**config.mk**
```make
export PLATFORM = sky130hd
export DESIGN_NAME = opb_register_ppc2fabric
export DESIGN_NICKNAME = d
export VERILOG_FILES = /design/src/rtl/opb_reg_pkg.sv /design/src/rtl/opb_slave_ack_fsm.sv /design/src/rtl/opb_register_ppc2fabric.sv
export SDC_FILE = /design/constraint.sdc
export NUM_CORES = 1
export LEC_CHECK = 0
export CAP_MARGIN = 5
export CORE_UTILIZATION = 59
export CTS_CLUSTER_DIAMETER = 120
export DETAILED_ROUTE_END_ITERATION = 10
export DONT_BUFFER_PORTS = 1
export PLACE_DENSITY = 0.72
export RECOVER_POWER = 100
export SETUP_SLACK_MARGIN = 0.3
export SLEW_MARGIN = 40
export SYNTH_ARGS = -nofsm -noshare
export SYNTH_HDL_FRONTEND = slang
export SYNTH_SLANG_ARGS = --single-unit
```
**constraint.sdc**
```tcl
create_clock -name OPB_Clk -period 2.3 [get_ports OPB_Clk]
set_input_delay 0.23 -clock OPB_Clk [delete_from_list [all_inputs] [get_ports OPB_Clk]]
set_output_delay 0.23 -clock OPB_Clk [all_outputs]
set_load 0.005 [all_outputs]
```
**src/rtl/opb_reg_pkg.sv**
```systemverilog
// Shared types and helpers for the PPC-to-fabric OPB register: FSM states,
// register offsets and the byte-lane write merge.
package opb_reg_pkg;

    typedef enum logic [1:0] {
        IDLE = 2'd0,
        ACK  = 2'd1,
        HOLD = 2'd2
    } state_t;

    localparam logic [7:0] OFF_DATA   = 8'h00;
    localparam logic [7:0] OFF_STATUS = 8'h04;

    // be[3] is OPB BE[0] and guards the most significant byte.
    function automatic logic [31:0] merge_bytes(input logic [31:0] old_word,
                                                input logic [31:0] new_word,
                                                input logic [3:0]  be);
        logic [31:0] merged;
        merged = old_word;
        for (int i = 0; i < 4; i++) begin
            if (be[i]) merged[8*i +: 8] = new_word[8*i +: 8];
        end
        return merged;
    endfunction

endpackage

```
**src/rtl/opb_slave_ack_fsm.sv**
```systemverilog
// Address-window decode, single-ack transfer FSM and capture of the bus
// qualifiers for the OPB slave register.
//
// state | meaning
// IDLE  | waiting for a select that falls inside the address window
// ACK   | xferAck high; read data on the bus, write committed at cycle end
// HOLD  | waiting for select to drop so one select yields exactly one ack
module opb_slave_ack_fsm
    import opb_reg_pkg::*;
#(
    parameter logic [31:0] C_BASEADDR = 32'h0100E200,
    parameter logic [31:0] C_HIGHADDR = 32'h0100E2FF
) (
    input  logic        i_clk,
    input  logic        i_rst,
    input  logic        i_select,
    input  logic        i_rnw,
    input  logic [31:0] i_abus,
    input  logic [3:0]  i_be,
    input  logic [31:0] i_dbus,
    output logic        o_xfer_ack,
    output logic        o_capture,
    output logic        o_commit,
    output logic        o_live_is_data,
    output logic        o_live_is_status,
    output logic        o_cap_is_data,
    output logic [3:0]  o_cap_be,
    output logic [31:0] o_cap_dbus
);

    state_t      r_state;
    state_t      w_state_nxt;
    logic        r_rnw;
    logic        r_is_data;
    logic [3:0]  r_be;
    logic [31:0] r_dbus;
    logic        w_hit;
    logic [31:0] w_offset;

    assign w_hit    = i_select && (i_abus >= C_BASEADDR) && (i_abus <= C_HIGHADDR);
    assign w_offset = i_abus - C_BASEADDR;

    assign o_live_is_data   = (w_offset == {24'h000000, OFF_DATA});
    assign o_live_is_status = (w_offset == {24'h000000, OFF_STATUS});
    assign o_capture        = (r_state == IDLE) && w_hit;
    assign o_xfer_ack       = (r_state == ACK);
    assign o_commit         = (r_state == ACK) && !r_rnw;
    assign o_cap_is_data    = r_is_data;
    assign o_cap_be         = r_be;
    assign o_cap_dbus       = r_dbus;

    always_comb begin
        w_state_nxt = r_state;
        case (r_state)
            IDLE:    if (w_hit) w_state_nxt = ACK;
            ACK:     w_state_nxt = HOLD;
            HOLD:    if (!i_select) w_state_nxt = IDLE;
            default: w_state_nxt = IDLE;
        endcase
    end

    always_ff @(posedge i_clk) begin
        if (i_rst) begin
            r_state   <= IDLE;
            r_rnw     <= 1'b1;
            r_is_data <= 1'b0;
            r_be      <= '0;
            r_dbus    <= '0;
        end else begin
            r_state <= w_state_nxt;
            if (o_capture) begin
                r_rnw     <= i_rnw;
                r_is_data <= o_live_is_data;
                r_be      <= i_be;
                r_dbus    <= i_dbus;
            end
        end
    end

endmodule

```
**src/rtl/opb_register_ppc2fabric.sv**
```systemverilog
// OPB slave register carrying a 32-bit control word from the PowerPC to fabric
// logic, plus a read-only status word exposing a wrapping DATA-write counter.
module opb_register_ppc2fabric
    import opb_reg_pkg::*;
#(
    parameter logic [31:0] C_BASEADDR    = 32'h0100E200,
    parameter logic [31:0] C_HIGHADDR    = 32'h0100E2FF,
    parameter int          C_OPB_AWIDTH  = 32,
    parameter int          C_OPB_DWIDTH  = 32,
    parameter              C_FAMILY      = "virtex6",
    parameter logic [31:0] C_RESET_VALUE = 32'h00000000
) (
    input  logic        OPB_Clk,
    input  logic        OPB_Rst,
    output logic [0:31] Sl_DBus,
    output logic        Sl_errAck,
    output logic        Sl_retry,
    output logic        Sl_toutSup,
    output logic        Sl_xferAck,
    input  logic [0:31] OPB_ABus,
    input  logic [0:3]  OPB_BE,
    input  logic [0:31] OPB_DBus,
    input  logic        OPB_RNW,
    input  logic        OPB_select,
    input  logic        OPB_seqAddr,
    output logic [31:0] user_data_out,
    output logic        user_data_valid
);

    logic [31:0] r_data;
    logic [15:0] r_wr_count;
    logic        r_valid;
    logic [31:0] r_sl_dbus;

    // Positional assignment puts OPB bit 0 on user bit 31.
    logic [31:0] w_abus;
    logic [31:0] w_wdata;
    logic [3:0]  w_be;
    logic        w_xfer_ack;
    logic        w_capture;
    logic        w_commit;
    logic        w_live_is_data;
    logic        w_live_is_status;
    logic        w_cap_is_data;
    logic [3:0]  w_cap_be;
    logic [31:0] w_cap_dbus;
    logic        w_unused;

    assign w_abus  = OPB_ABus;
    assign w_wdata = OPB_DBus;
    assign w_be    = OPB_BE;

    assign w_unused = &{OPB_seqAddr, (C_FAMILY == "virtex6"),
                        (C_OPB_AWIDTH == 32), (C_OPB_DWIDTH == 32)};

    opb_slave_ack_fsm #(
        .C_BASEADDR (C_BASEADDR),
        .C_HIGHADDR (C_HIGHADDR)
    ) u_ack_fsm (
        .i_clk            (OPB_Clk),
        .i_rst            (OPB_Rst),
        .i_select         (OPB_select),
        .i_rnw            (OPB_RNW),
        .i_abus           (w_abus),
        .i_be             (w_be),
        .i_dbus           (w_wdata),
        .o_xfer_ack       (w_xfer_ack),
        .o_capture        (w_capture),
        .o_commit         (w_commit),
        .o_live_is_data   (w_live_is_data),
        .o_live_is_status (w_live_is_status),
        .o_cap_is_data    (w_cap_is_data),
        .o_cap_be         (w_cap_be),
        .o_cap_dbus       (w_cap_dbus)
    );

    // Read data is loaded on the capture edge so it is valid exactly in ACK.
    always_ff @(posedge OPB_Clk) begin
        if (OPB_Rst) begin
            r_data     <= C_RESET_VALUE;
            r_wr_count <= '0;
            r_valid    <= 1'b0;
            r_sl_dbus  <= '0;
        end else begin
            r_valid   <= 1'b0;
            r_sl_dbus <= '0;
            if (w_commit && w_cap_is_data) begin
                r_data     <= merge_bytes(r_data, w_cap_dbus, w_cap_be);
                r_wr_count <= r_wr_count + 16'd1;
                r_valid    <= 1'b1;
            end
            if (w_capture && OPB_RNW) begin
                if (w_live_is_data)        r_sl_dbus <= r_data;
                else if (w_live_is_status) r_sl_dbus <= {16'h0000, r_wr_count};
            end
        end
    end

    assign Sl_DBus         = r_sl_dbus;
    assign Sl_xferAck      = w_xfer_ack;
    assign Sl_errAck       = 1'b0;
    assign Sl_retry        = 1'b0;
    assign Sl_toutSup      = 1'b0;
    assign user_data_out   = r_data;
    assign user_data_valid = r_valid;

endmodule

```
; ---- Word level (Yosys, flattened, before mapping)
; Cells that the tools add are included.
[word_totals]
reg_bits = 121
word_cells = 43
out_inout_bits = 69
[classes]
n_reduce_logical = 15
n_addsub = 2
magnitude_cmp = 2
mux = 6
n_bitwise = 1
n_eq_ne = 5
[op_table]
columns = cell, n
row1 = "32-bit by 3-bit == test with 1-bit output, second input constant", 1
row2 = "32-bit by 25-bit greater-or-equal comparator with 1-bit output, second input constant", 1
row3 = "32-bit by 25-bit <= comparator with 1-bit output, second input constant", 1
row4 = 32-bit zero test, 1
row5 = 32-bit two-way mux, 1
row6 = "32-bit by 25-bit subtractor with 32-bit output, second input constant", 1
row7 = "16-bit by 1-bit adder with 16-bit output, second input constant", 1
row8 = 16-bit two-way mux, 1
row9 = 2-bit AND reduction, 5
row10 = 1-bit logical AND, 6
row11 = 2-bit case mux with 3 select lines, 1
row12 = 2-bit two-way mux, 2
row13 = "2-bit by 1-bit == test with 1-bit output, second input constant", 1
row14 = "2-bit == test, second input constant", 1
row15 = 2-bit zero test, 1
row16 = "2-bit by 1-bit != test with 1-bit output, second input constant", 1
row17 = "2-bit != test, second input constant", 1
row18 = 2-bit OR reduction, 1
row19 = 1-bit zero test, 1
row20 = 1-bit two-way mux, 1
row21 = 1-bit NOT, 1

; ---- Depth between registers and ports, before layout
; Gate-level depths: netlist of run 1.
[logic_depth]
depth_word = 7
ltp_mapped = 8

; ---- Cells and area by module
; From an unflattened synthesis of run 1, not the netlist that was laid out.
[hier_totals]
cells_unflattened = 627
area_unflattened_um2 = 4964.8
[by_module_without_submodules]
columns = module, n_inst, cells_each, seq_area_each_um2, area_per_inst_um2
row1 = opb_register_ppc2fabric, 1, 362, 1621.6, 2992.9
row2 = opb_slave_ack_fsm, 1, 265, 800.8, 1971.9

; ---- Worst setup path before layout of run 1
; No wires, ideal clock.
[synth_timing]
path_type = in2reg
from = in OPB_ABus[22] in the netlist's numbering
to = reg r_sl_dbus[14], in the netlist Sl_DBus[17]
setup_slack_ns = 0.171
arrival_ns = 2.034
setup_time_ns = 0.096
t_required_ns = 2.204
cell_stages = 8
cell_sequence = inv_1 > ha_1 > or3b_1 > a211oi_2 > mux2i_1 > nand4_1 > buf_4 > o41ai_2
[synth_between]
elab_chain_cells = 7
[synth_rtl]
columns = element, line_no
row1 = start: declaration, opb_register_ppc2fabric.sv:20  ; input logic [0:31] OPB_ABus,
row2 = branches (longest 7 deep; another with 32-bit by 25-bit subtractor with 32-bit output), n/a
row3 = end signal: assignment, opb_register_ppc2fabric.sv:93  ; if (w_live_is_data) r_sl_dbus <= r_data;
row4 = end signal: assignment, opb_register_ppc2fabric.sv:94  ; else if (w_live_is_status) r_sl_dbus <= {16'h0000, r_wr_count};
row5 = end: declaration, opb_register_ppc2fabric.sv:33  ; logic [31:0] r_sl_dbus;
; Parallel ways; which one is timed is not known.
; A chain may end at the register's enable or synchronous reset.

; ---- Worst setup path after layout of run 1
[layout_timing]
from = reg u_ack_fsm.r_state[0]
to = reg r_sl_dbus[28], in the netlist Sl_DBus[3]
[layout_between]
elab_chain_cells = 5
[layout_rtl]
columns = element, line_no
row1 = start: declaration, opb_slave_ack_fsm.sv:31  ; state_t r_state;
row2 = start signal: assignment, opb_slave_ack_fsm.sv:70  ; r_state <= w_state_nxt;
row3 = 2-bit zero test, opb_slave_ack_fsm.sv:45  ; assign o_capture = (r_state == IDLE) && w_hit;
row4 = 1-bit logical AND, opb_slave_ack_fsm.sv:45
row5 = 1-bit logical AND, opb_register_ppc2fabric.sv:92  ; if (w_capture && OPB_RNW) begin
row6 = 1-bit NOT (no line), n/a
row7 = 2-bit OR reduction (no line), n/a
; Every way passes these cells.

==> impl_results.md, run 1 <==
- Worst-case clock buffer depth: 2
- Die H: 94.4 µm
- Latest clock arrival within the worst-skew pair: 0.51 ns
- Initial core utilization: 0.613
- Max Slew Vio Count: 0
- Power share of the clock group: 0.544
- Max Fclk: 0.503 GHz
- RSZ-0062 raised after global routing: yes
- Most frequent cells in the layout: nand2_1 (123), dfxtp_1 (121), a21oi_1 (71)
- Cell Pwr Density: 821 mW/mm²
- Nets: 668
- GRT Total Usage: 0.274
- Tot Pwr: 4.92 mW
- Setup_tns: 0 ns
- CTS tree: built
- Sw Share: 0.210
- Reg power frac: 0.426
- Worst reg2reg path depth: 6
- Synthesized area: 0.00503 mm²
- Leak: 1.99 nW
- Final Setup Violations: 0
- Warnings from Yosys: 0
- Setup crit start: u_ack_fsm.r_state[0]
- Die ar.: 0.00890 mm²
- Setup crit end: Sl_DBus[3]
- DRC violations left: 0
- Post-Route WL: 11900 µm
- Fill count: 625
- Number of global-route vias before repair: 3913
- FP Rows: 33
- Initial DRC Count: 271
- Post-synthesis cell count: 566
- CTS Buf Count: 17
- Kind of critical path: reg -> reg
- Internal power: 3.89 mW
- Sw power: 1.04 mW
- Global-route wire length before repair: 18900 µm
- Asr flop ratio synth: 0
- Final count of hold timing violations: 0
- Area delta synth->final: 19.1%
- Commonest non-fill, non-tap cell in the layout: nand2_1
- Crit end category: flop
- Post-synthesis register bit count: 121
- Register area share after synthesis: 0.481
- Total gr overflow: 0
- WP data required: 2.69 ns
- Commonest register cell after synthesis: dfxtp_1
- Final Cycle Share: 0.865
- GPL Wtd Cong: 0.926
- CP max FO: 32
- Post-route cell area: 0.00600 mm²
- Die outline width: 94.4 µm
- Startpoint types: flop
- Cell Area, Placed: 0.00513 mm²
- IO Count: 142
- Worst-path clk slew: 0.06 ns
- Port Buf Inserts: 0
- RR Endpoint: Sl_DBus[3]
- WP data arrival: 2.38 ns
- Max cap viols: 0
- Post-layout min period: 1.99 ns
- Peak VDD IR: 634 µV
- Diodes inserted: 0
- Worst Hold Class: in -> reg
- WL/cell: 16.7 µm
- Synth cell types: 44
- Worst relative slew slack: 0.501
- Initial antenna violation count: 0
- Vias: 4161
- Core Area: 0.00822 mm²
- Outcome: finished clean
- Via/cell ratio: 5.85
- Skew final: 0.00884 ns
- Routed Antenna Nets: 0
- Detail Placement HPWL: 7250 µm
- CTS root buffer: clkbuf_8
- Gate power share: 0.030
- Slew @ Worst Pin: 0.748 ns
- Fraction of layout cells with a size suffix above 1: 0.109
- DRT Pass-1 Iters: 7
- Largest net degree at the start of global routing: 90
- Post-synth EDFFs: 0
- Worst R2R Setup Slack: 0.31 ns
- Launch point of the worst reg-to-reg path: u_ack_fsm.r_state[0]
- CTS sink cnt: 121
- Htree depth: 4
- Mean Syn Cell Area: 8.89 µm²
-- what timing repair did --
item | 4_1_cts | 5_1_grt
setup buffers | 1 | 1
endpoints found under the hold margin | 89 | 0
setup endpoints to repair | 3 | 32
hold buffers | 38 | 0
gates resized for setup | 1 | 3
pin swaps | 4 | 2
-- cell type report --
class / count / area (µm²) / area share
inverter: 18 / 75.1 / 0.0125
multi-input combinational: 386 / 2240 / 0.373
timing repair buffer: 49 / 519 / 0.0866
sequential: 121 / 2420 / 0.404
clock buffer: 19 / 442 / 0.0736
clock inverter: 13 / 169 / 0.0282
tap: 105 / 131 / 0.0219
-- worst min-delay path by stage --
stage                      start  cells past startpoint                        to
floorplan                OPB_RNW                      2           u_ack_fsm.r_rnw
global placement         OPB_Rst                      1         user_data_out[24]
detailed placement       OPB_Rst                      1  u_ack_fsm.o_cap_dbus[25]
CTS                  OPB_ABus[3]                      3      u_ack_fsm.r_state[0]
global route        OPB_ABus[10]                      3   u_ack_fsm.o_cap_is_data
finish              OPB_ABus[10]                      3   u_ack_fsm.o_cap_is_data
-- Yosys cell counts, types with 2 or more instances --
cell,n,share of area
mux2i_1,3,0.0060
nand2_1,123,0.092
o41ai_2,14,0.045
buf_4,7,0.010
o21ai_0,2,0.0020
inv_1,18,0.013
nor4_1,5,0.0062
nand3b_1,2,0.0030
or3_1,2,0.0025
nor2_1,25,0.019
buf_1,2,0.0015
buf_6,5,0.011
nor4_2,2,0.0050
and4_1,2,0.0035
dfxtp_1,121,0.48
ha_1,2,0.0050
nor4bb_1,2,0.0040
xor2_1,14,0.024
a21oi_1,71,0.071
o31ai_1,3,0.0045
clkbuf_1,28,0.021
and3_1,4,0.0050
nor2b_1,5,0.0062
nand3_1,54,0.054
xnor2_1,3,0.0052
nand4_1,9,0.011
nor4b_2,17,0.051
nor3_1,4,0.0040
o41ai_1,2,0.0035
-- per-stage QoR --
stage | hold slack [ns] | setup WS [ns] | std cells | utilization
global route | 0.0760 | 0.160 | 711 | 0.730
finish | 0.0764 | 0.311 | 711 | 0.730
floorplan | 0.354 | 0.295 | 568 | -
CTS | 0.0292 | 0.274 | 710 | 0.749
global placement | 0.306 | 0.241 | 639 | 0.625
detailed placement | 0.308 | 0.124 | 639 | 0.625
-- flip-flops by register name, summed over array words and instances, names as in the netlist --
register,cells
user_data_valid,1
u_ack_fsm.r_state,2
r_wr_count,16
user_data_out,32
Sl_DBus,32
u_ack_fsm.o_cap_be,4
u_ack_fsm.r_rnw,1
u_ack_fsm.o_cap_dbus,32
u_ack_fsm.o_cap_is_data,1
-- critical path, cell delays in order, from the launching register on --
cell and delay, ns:
dfxtp_1 0.33, nor4bb_1 0.27, nand4_1 0.21, nor4b_4 0.34, nand4_4 0.11, buf_6 0.21
nor4b_1 0.37
-- kinds of logic (layout without fill, tap and decap cells) --
group                      count (synthesis)  count (layout)  synth area share
and+or+nand+nor                          264             264             0.285
adders and majority gates                  2               2           0.00497
DFF                                      121             121             0.481
muxes                                      3               3           0.00597
xor gates and xnor gates                  17              17            0.0296
other                                      1               3          0.000745
AOI/OAI and AO/OA                         97              97             0.134
buffers and inverters                     61              99            0.0584
-- layer usage --
metal,track usage,vias to the layer above,part of all wire
met5,0,-,0
met4,0.0833,0,0.015
met3,0.0845,17,0.065
met2,0.463,153,0.50
met1,0.332,1972,0.42
li1,-,2019,-
-- power groups by stage --
stage / clock network (mW) / registers, mW / logic, mW
after floorplan: 0 / 2.14 / 0.0824
after global placement: 0 / 2.14 / 0.0659
after detailed placement: 0 / 2.14 / 0.0665
after CTS: 2.71 / 2.10 / 0.149
after global routing: 2.82 / 2.10 / 0.157
final: 2.68 / 2.10 / 0.147
(Power assumes the default switching activity.)
==> inputs of run 2 (changes only) <==
Settings changed: CORE_UTILIZATION 59 to 57, HOLD_SLACK_MARGIN set to 0.02, SLEW_MARGIN 40 to not set.
Clock period 2.3 ns to 1.8 ns, I/O delays scaled along.
==> run 2 against run 1 <==
The flow now finishes with violations (negative hold slack, negative setup slack). Sequential power grew 28%. Flip-flop and latch count unchanged. Clock power is 27% higher. Design area is 23% higher. Clock skew is 0.0020 ns higher. Largest power group unchanged.
==> impl_results.md, run 2 (synthesis gave the netlist of run 1 again) <==
- Outcome: complete, but fails checks
- Failing checks: negative hold slack, negative setup slack
- Post-layout min period: 2.01 ns (+0.0228 ns)
- Die ar.: 0.00921 mm² (+3.4%)
- Total gr overflow: 0 (unchanged)
- Max cap viols: 0 (unchanged)
- WP data arrival: 2.42 ns (+0.04 ns)
- Worst-case clock buffer depth: 2 (unchanged)
- Commonest non-fill, non-tap cell in the layout: dfxtp_1
- # hold bufs at CTS: 1 (-97%)
- Startpoint types: flop
- Kind of critical path: reg -> reg
- Nets: 688 (+3.0%)
- Setup crit start: u_ack_fsm.r_state[0]
- Launch point of the worst reg-to-reg path: u_ack_fsm.r_state[0]
- Max Slew Vio Count: 0 (unchanged)
- Fill count: 332 (-47%)
- Post-Place Cells: 658 (+3.0%)
- Worst path slowest cell: nor4b_4
- RSZ-0062 raised after global routing: yes
- DRT Pass-1 Iters: 5 (-2)
- Largest net degree at the start of global routing: 91 (+1.1%)
- CP bufs+invs: 1 (unchanged)
- Vias: 4787 (+15%)
- Initial core utilization: 0.601 (-0.0121)
- CTS tree: built
- Global-route wire length before repair: 22800 µm (+20%)
- Peak VDD IR: 621 µV (-2.1%)
- Number of global-route vias before repair: 4454 (+14%)
- Diodes inserted: 0 (unchanged)
- CTS Buf Count: 17 (unchanged)
- WL/cell: 24.3 µm (+45%)
- Final worst slack: -0.212 ns (-0.523 ns)
- Cell Pwr Density: 837 mW/mm² (+2.0%)
- Htree depth: 4 (unchanged)
- GPL Wtd Cong: 0.904 (-2.4%)
- Post-route cell area: 0.00739 mm² (+23%)
- Max Fclk: 0.497 GHz (-1.1%)
- Slowest stage delay, CP: 0.37 ns (about the same)
- Final Cycle Share: 1.12 (+0.253)
- Die outline width: 96.0 µm (+1.7%)
- Min-delay src: OPB_Rst
- Slew @ Worst Pin: 0.872 ns (+0.124 ns)
- Initial DRC Count: 278 (+2.6%)
- CTS sink cnt: 121 (unchanged)
- Detail Placement HPWL: 8000 µm (+10%)
- Skew final: 0.0109 ns (+0.00203 ns)
- CP delay by family, top: simple AND/OR/NAND/NOR gates
- WP data required: 2.21 ns (-0.48 ns)
- Crit end category: flop
- CTS root buffer: clkbuf_8
- Fraction of layout cells with a size suffix above 1: 0.433 (+0.324)
- Initial antenna violation count: 0 (unchanged)
- Via/cell ratio: 6.55 (+12%)
- Port Buf Inserts: 0 (unchanged)
- CP Cell Sequence: nor4bb_1 -> nand4_1 -> nor4b_4 -> nand4_4 -> buf_12 -> o41ai_1
- GRT Total Usage: 0.335 (+0.0612)
- Final Setup Violations: 63 (+63)
- Final Non-Filler Cells: 731 (+2.8%)
- Worst-path clk slew: 0.06 ns (about the same)
- Routed Antenna Nets: 0 (unchanged)
- Cell Area, Placed: 0.00533 mm² (+3.9%)
- CP max FO: 16 (-50%)
- FP Rows: 33 (unchanged)
- Leak: 2.42 nW (+21%)
- Area delta synth->final: 46.8%
- Die H: 96.0 µm (+1.7%)
- Core Area: 0.00838 mm² (+2.0%)
- Worst relative slew slack: 0.418 (-0.0834)
- DRC violations left: 0 (unchanged)
- Latest clock arrival within the worst-skew pair: 0.54 ns (+0.03 ns)
- IO Count: 142 (unchanged)
- Final count of hold timing violations: 89 (+89)
- Setup_tns: -7.66 ns (-7.66 ns)
- Worst Hold Class: in -> reg
- Post-Route WL: 17800 µm (+49%)
- Minimum hold slack: -0.275 ns (-0.351 ns)
- Most frequent cells in the layout: dfxtp_1 (120), nand2_1 (72), a21oi_2 (36)
[run 2: cell count changes in the layout (fill, tap and decap cells not counted), sizes merged]
cell,before,now
dlygate4sd3,37,0
clkinv,4,6
clkinvlp,4,3
bufinv,3,2
buf,10,67
[run 2: area by class of cell]
class | instances | area (µm²) | area share
timing repair buffer | 69 | 1030 | 0.140
sequential | 121 | 2420 | 0.328
tap | 105 | 131 | 0.0178
inverter | 18 | 75.1 | 0.0102
clock inverter | 13 | 145 | 0.0196
clock buffer | 19 | 442 | 0.0598
multi-input combinational | 386 | 3140 | 0.425
[run 2: path summary, 6_finish.rpt]
check,endpoint,slack [ns],cells past startpoint
min reg2reg,u_ack_fsm.o_cap_dbus[9],0.48,2
min,u_ack_fsm.o_cap_dbus[28],-0.27,1
max,Sl_DBus[16],-0.21,6
max reg2reg,Sl_DBus[16],-0.21,6
[run 2: timing repair]
item	in CTS	in global routing
setup buffers	20	7
gates resized for setup	127	95
cloned	11	3
hold endpoints to repair	89	89
setup endpoints to repair	119	121
pin swaps	70	33
[run 2: per-layer routing]
| layer | vias up | part of all wire | wire length, µm | track usage |
|---|---|---|---|---|
| li1 | 2053 | - | - | - |
| met1 | 2351 | 0.36 | 6480 | 0.371 |
| met2 | 291 | 0.50 | 8910 | 0.577 |
| met3 | 92 | 0.080 | 1430 | 0.125 |
| met4 | 0 | 0.053 | 941 | 0.137 |
| met5 | - | 0 | 0 | 0 |
[run 2: per-stage QoR]
| stage | power, mW | utilization | setup WS (ns) | hold WS [ns] |
|---|---|---|---|---|
| detailed placement | 2.84 | 0.636 | -0.243 | 0.259 |
| CTS | 6.09 | 0.819 | -0.171 | -0.269 |
| global placement | 2.83 | 0.636 | -0.160 | 0.256 |
| floorplan | 2.84 | - | -0.155 | 0.304 |
| finish | 6.18 | 0.881 | -0.212 | -0.275 |
| global route | 6.31 | 0.881 | -0.312 | -0.294 |
[run 2: report_power, final]
group / total [mW] / leakage [nW] / switching, mW / internal (mW)
Combinational: 0.108 / 1.16 / 0.0589 / 0.0493
Sequential: 2.68 / 0.975 / 0.0000000437 / 2.68
Clock: 3.40 / 0.281 / 1.34 / 2.05
Total: 6.18 / 2.42 / 1.40 / 4.78
==> inputs of run 3 (changes only) <==
Settings changed: CORE_MARGIN set to 1, SKIP_CTS_REPAIR_TIMING set to 1.
==> run 3 against run 2 <==
The run still ends with negative hold slack, negative setup slack left. Register-to-register slack about the same. Flip-flop and latch count did not move. Design area fell by 6.1%. First-iteration DRC count grew 64%. Via count is 3.9% lower. Global-route usage decreased by 7.6 points. Count of clock-buffer cells in the layout is the same. Maximum frequency up 0.20%. Critical path type unchanged. Critical endpoint is now Sl_DBus[18].
==> impl_results.md, run 3 (synthesis gave the netlist of run 1 again) <==
- Outcome: complete, but fails checks
- Failing checks: negative hold slack, negative setup slack
- WP data required: 2.20 ns (about the same)
- Worst relative slew slack: 0.591 (+0.172)
- Port Buf Inserts: 0 (unchanged)
- Largest net degree at the start of global routing: 91 (unchanged)
- Area delta synth->final: 37.8%
- Worst Hold Class: in -> reg
- CTS root buffer: clkbuf_8
- Leak: 2.35 nW (-2.6%)
- Routed Antenna Nets: 0 (unchanged)
- Diodes inserted: 0 (unchanged)
- Skew final: 0.00499 ns (-0.00588 ns)
- Latest clock arrival within the worst-skew pair: 0.51 ns (-0.03 ns)
- Fraction of layout cells with a size suffix above 1: 0.367 (-0.0656)
- CTS Buf Count: 17 (unchanged)
- Cell Area, Placed: 0.00533 mm² (unchanged)
- Die ar.: 0.00921 mm² (unchanged)
- CP max FO: 16 (unchanged)
- Vias: 4601 (-3.9%)
- Worst path slowest cell: nor4b_4
- Setup_tns: -4.78 ns (+2.89 ns)
- Die outline width: 96.0 µm (unchanged)
- CP Cell Sequence: nor4bb_1 -> nand4_1 -> nor4b_4 -> nand4_4 -> buf_12 -> o41ai_2
- Final Setup Violations: 32 (-49%)
- Cell Pwr Density: 882 mW/mm² (+5.5%)
- Final count of hold timing violations: 89 (unchanged)
- Post-layout min period: 2.01 ns (-0.00402 ns)
- Detail Placement HPWL: 8000 µm (unchanged)
- Core Area: 0.00838 mm² (unchanged)
- Worst-case clock buffer depth: 2 (unchanged)
- Minimum hold slack: -0.261 ns (+0.0140 ns)
- Htree depth: 4 (unchanged)
- Startpoint types: flop
- IO Count: 142 (unchanged)
- CTS tree: built
- Initial antenna violation count: 0 (unchanged)
- Via/cell ratio: 6.36 (-2.8%)
- GRT Total Usage: 0.259 (-0.0758)
- Max Fclk: 0.498 GHz (+0.20%)
- Crit end category: flop
- Post-route cell area: 0.00694 mm² (-6.1%)
- CTS sink cnt: 121 (unchanged)
- Initial DRC Count: 457 (+64%)
- DRT Pass-1 Iters: 5 (unchanged)
- Max Slew Vio Count: 0 (unchanged)
- DRC violations left: 0 (unchanged)
- Total gr overflow: 0 (unchanged)
- Kind of critical path: reg -> reg
- Die H: 96.0 µm (unchanged)
- Final core occ: 0.828 (-0.0537)
- WL/cell: 21.9 µm (-9.9%)
- Post-Route WL: 15800 µm (-11%)
- Nets: 680 (-1.2%)
- Initial core utilization: 0.601 (unchanged)
- GPL Wtd Cong: 0.904 (unchanged)
- Max cap viols: 0 (unchanged)
- Peak VDD IR: 646 µV (+4.2%)
- Final worst slack: -0.208 ns (+0.00402 ns)
- RSZ-0062 raised after global routing: yes
- Commonest non-fill, non-tap cell in the layout: dfxtp_1
- Number of global-route vias before repair: 3763 (-16%)
- Most frequent cells in the layout: dfxtp_1 (120), nand2_1 (86), a21oi_1 (47)
- Slew @ Worst Pin: 0.613 ns (-0.258 ns)
- Global-route wire length before repair: 18300 µm (-20%)
- Final Cycle Share: 1.12 (-0.00223)
- WP data arrival: 2.41 ns (about the same)
- Worst-path clk slew: 0.06 ns (about the same)
- FP Rows: 33 (unchanged)
- Slowest stage delay, CP: 0.40 ns (+0.03 ns)
[run 3: cell count changes in the layout (fill, tap and decap cells not counted), sizes merged]
cell and change:
buf -15, clkbuf +7
[run 3: layer usage]
| metal | vias to the layer above | share of wire | GRT usage |
|---|---|---|---|
| met5 | - | 0 | 0 |
| met4 | 0 | 0.052 | 0.0697 |
| met3 | 85 | 0.090 | 0.0932 |
| met2 | 286 | 0.50 | 0.435 |
| met1 | 2196 | 0.36 | 0.313 |
| li1 | 2034 | - | - |
[run 3: area by class of cell]
type | instances | area (µm²)
inverter | 18 | 75.1
tap | 105 | 131
sequential | 121 | 2420
fill | 448 | 1450
timing repair buffer | 61 | 870
clock inverter | 13 | 145
multi-input combinational | 386 | 2850
clock buffer | 19 | 442
[run 3: report_power, final]
group	total, mW	switching (mW)	internal (mW)
sequential	2.68	0.0000000373	2.68
clock	3.34	1.29	2.05
combinational	0.103	0.0553	0.0480
total	6.12	1.34	4.78
[run 3: per-stage QoR]
stage / setup WS (ns) / cells / total power, mW / hold slack (ns)
5_1_grt: -0.309 / 723 / 6.26 / -0.280
2_1_floorplan: -0.155 / 568 / 2.84 / 0.304
3_3_place_gp: -0.160 / 658 / 2.83 / 0.256
3_5_place_dp: -0.243 / 658 / 2.84 / 0.259
6_report: -0.208 / 723 / 6.12 / -0.261
4_1_cts: -0.188 / 690 / 6.09 / -0.269
[run 3: final timing paths]
| check | cells after the start | slack (ns) | to | from |
|---|---|---|---|---|
| setup reg to reg | 6 | -0.21 | Sl_DBus[18] | u_ack_fsm.r_state[0] |
| hold / removal | 1 | -0.26 | u_ack_fsm.o_cap_dbus[25] | OPB_Rst |
| setup / recovery | 6 | -0.21 | Sl_DBus[18] | u_ack_fsm.r_state[0] |
| hold reg to reg | 2 | 0.47 | user_data_out[22] | u_ack_fsm.o_cap_dbus[22] |
[run 3: critical path, delay by kind of cell (launching register included)]
family	cells	cell delay, ns
AOI/OAI and AO/OA	1	0.30
buffers and inverters	1	0.20
DFF	1	0.32
and+or+nand+nor	4	1.08
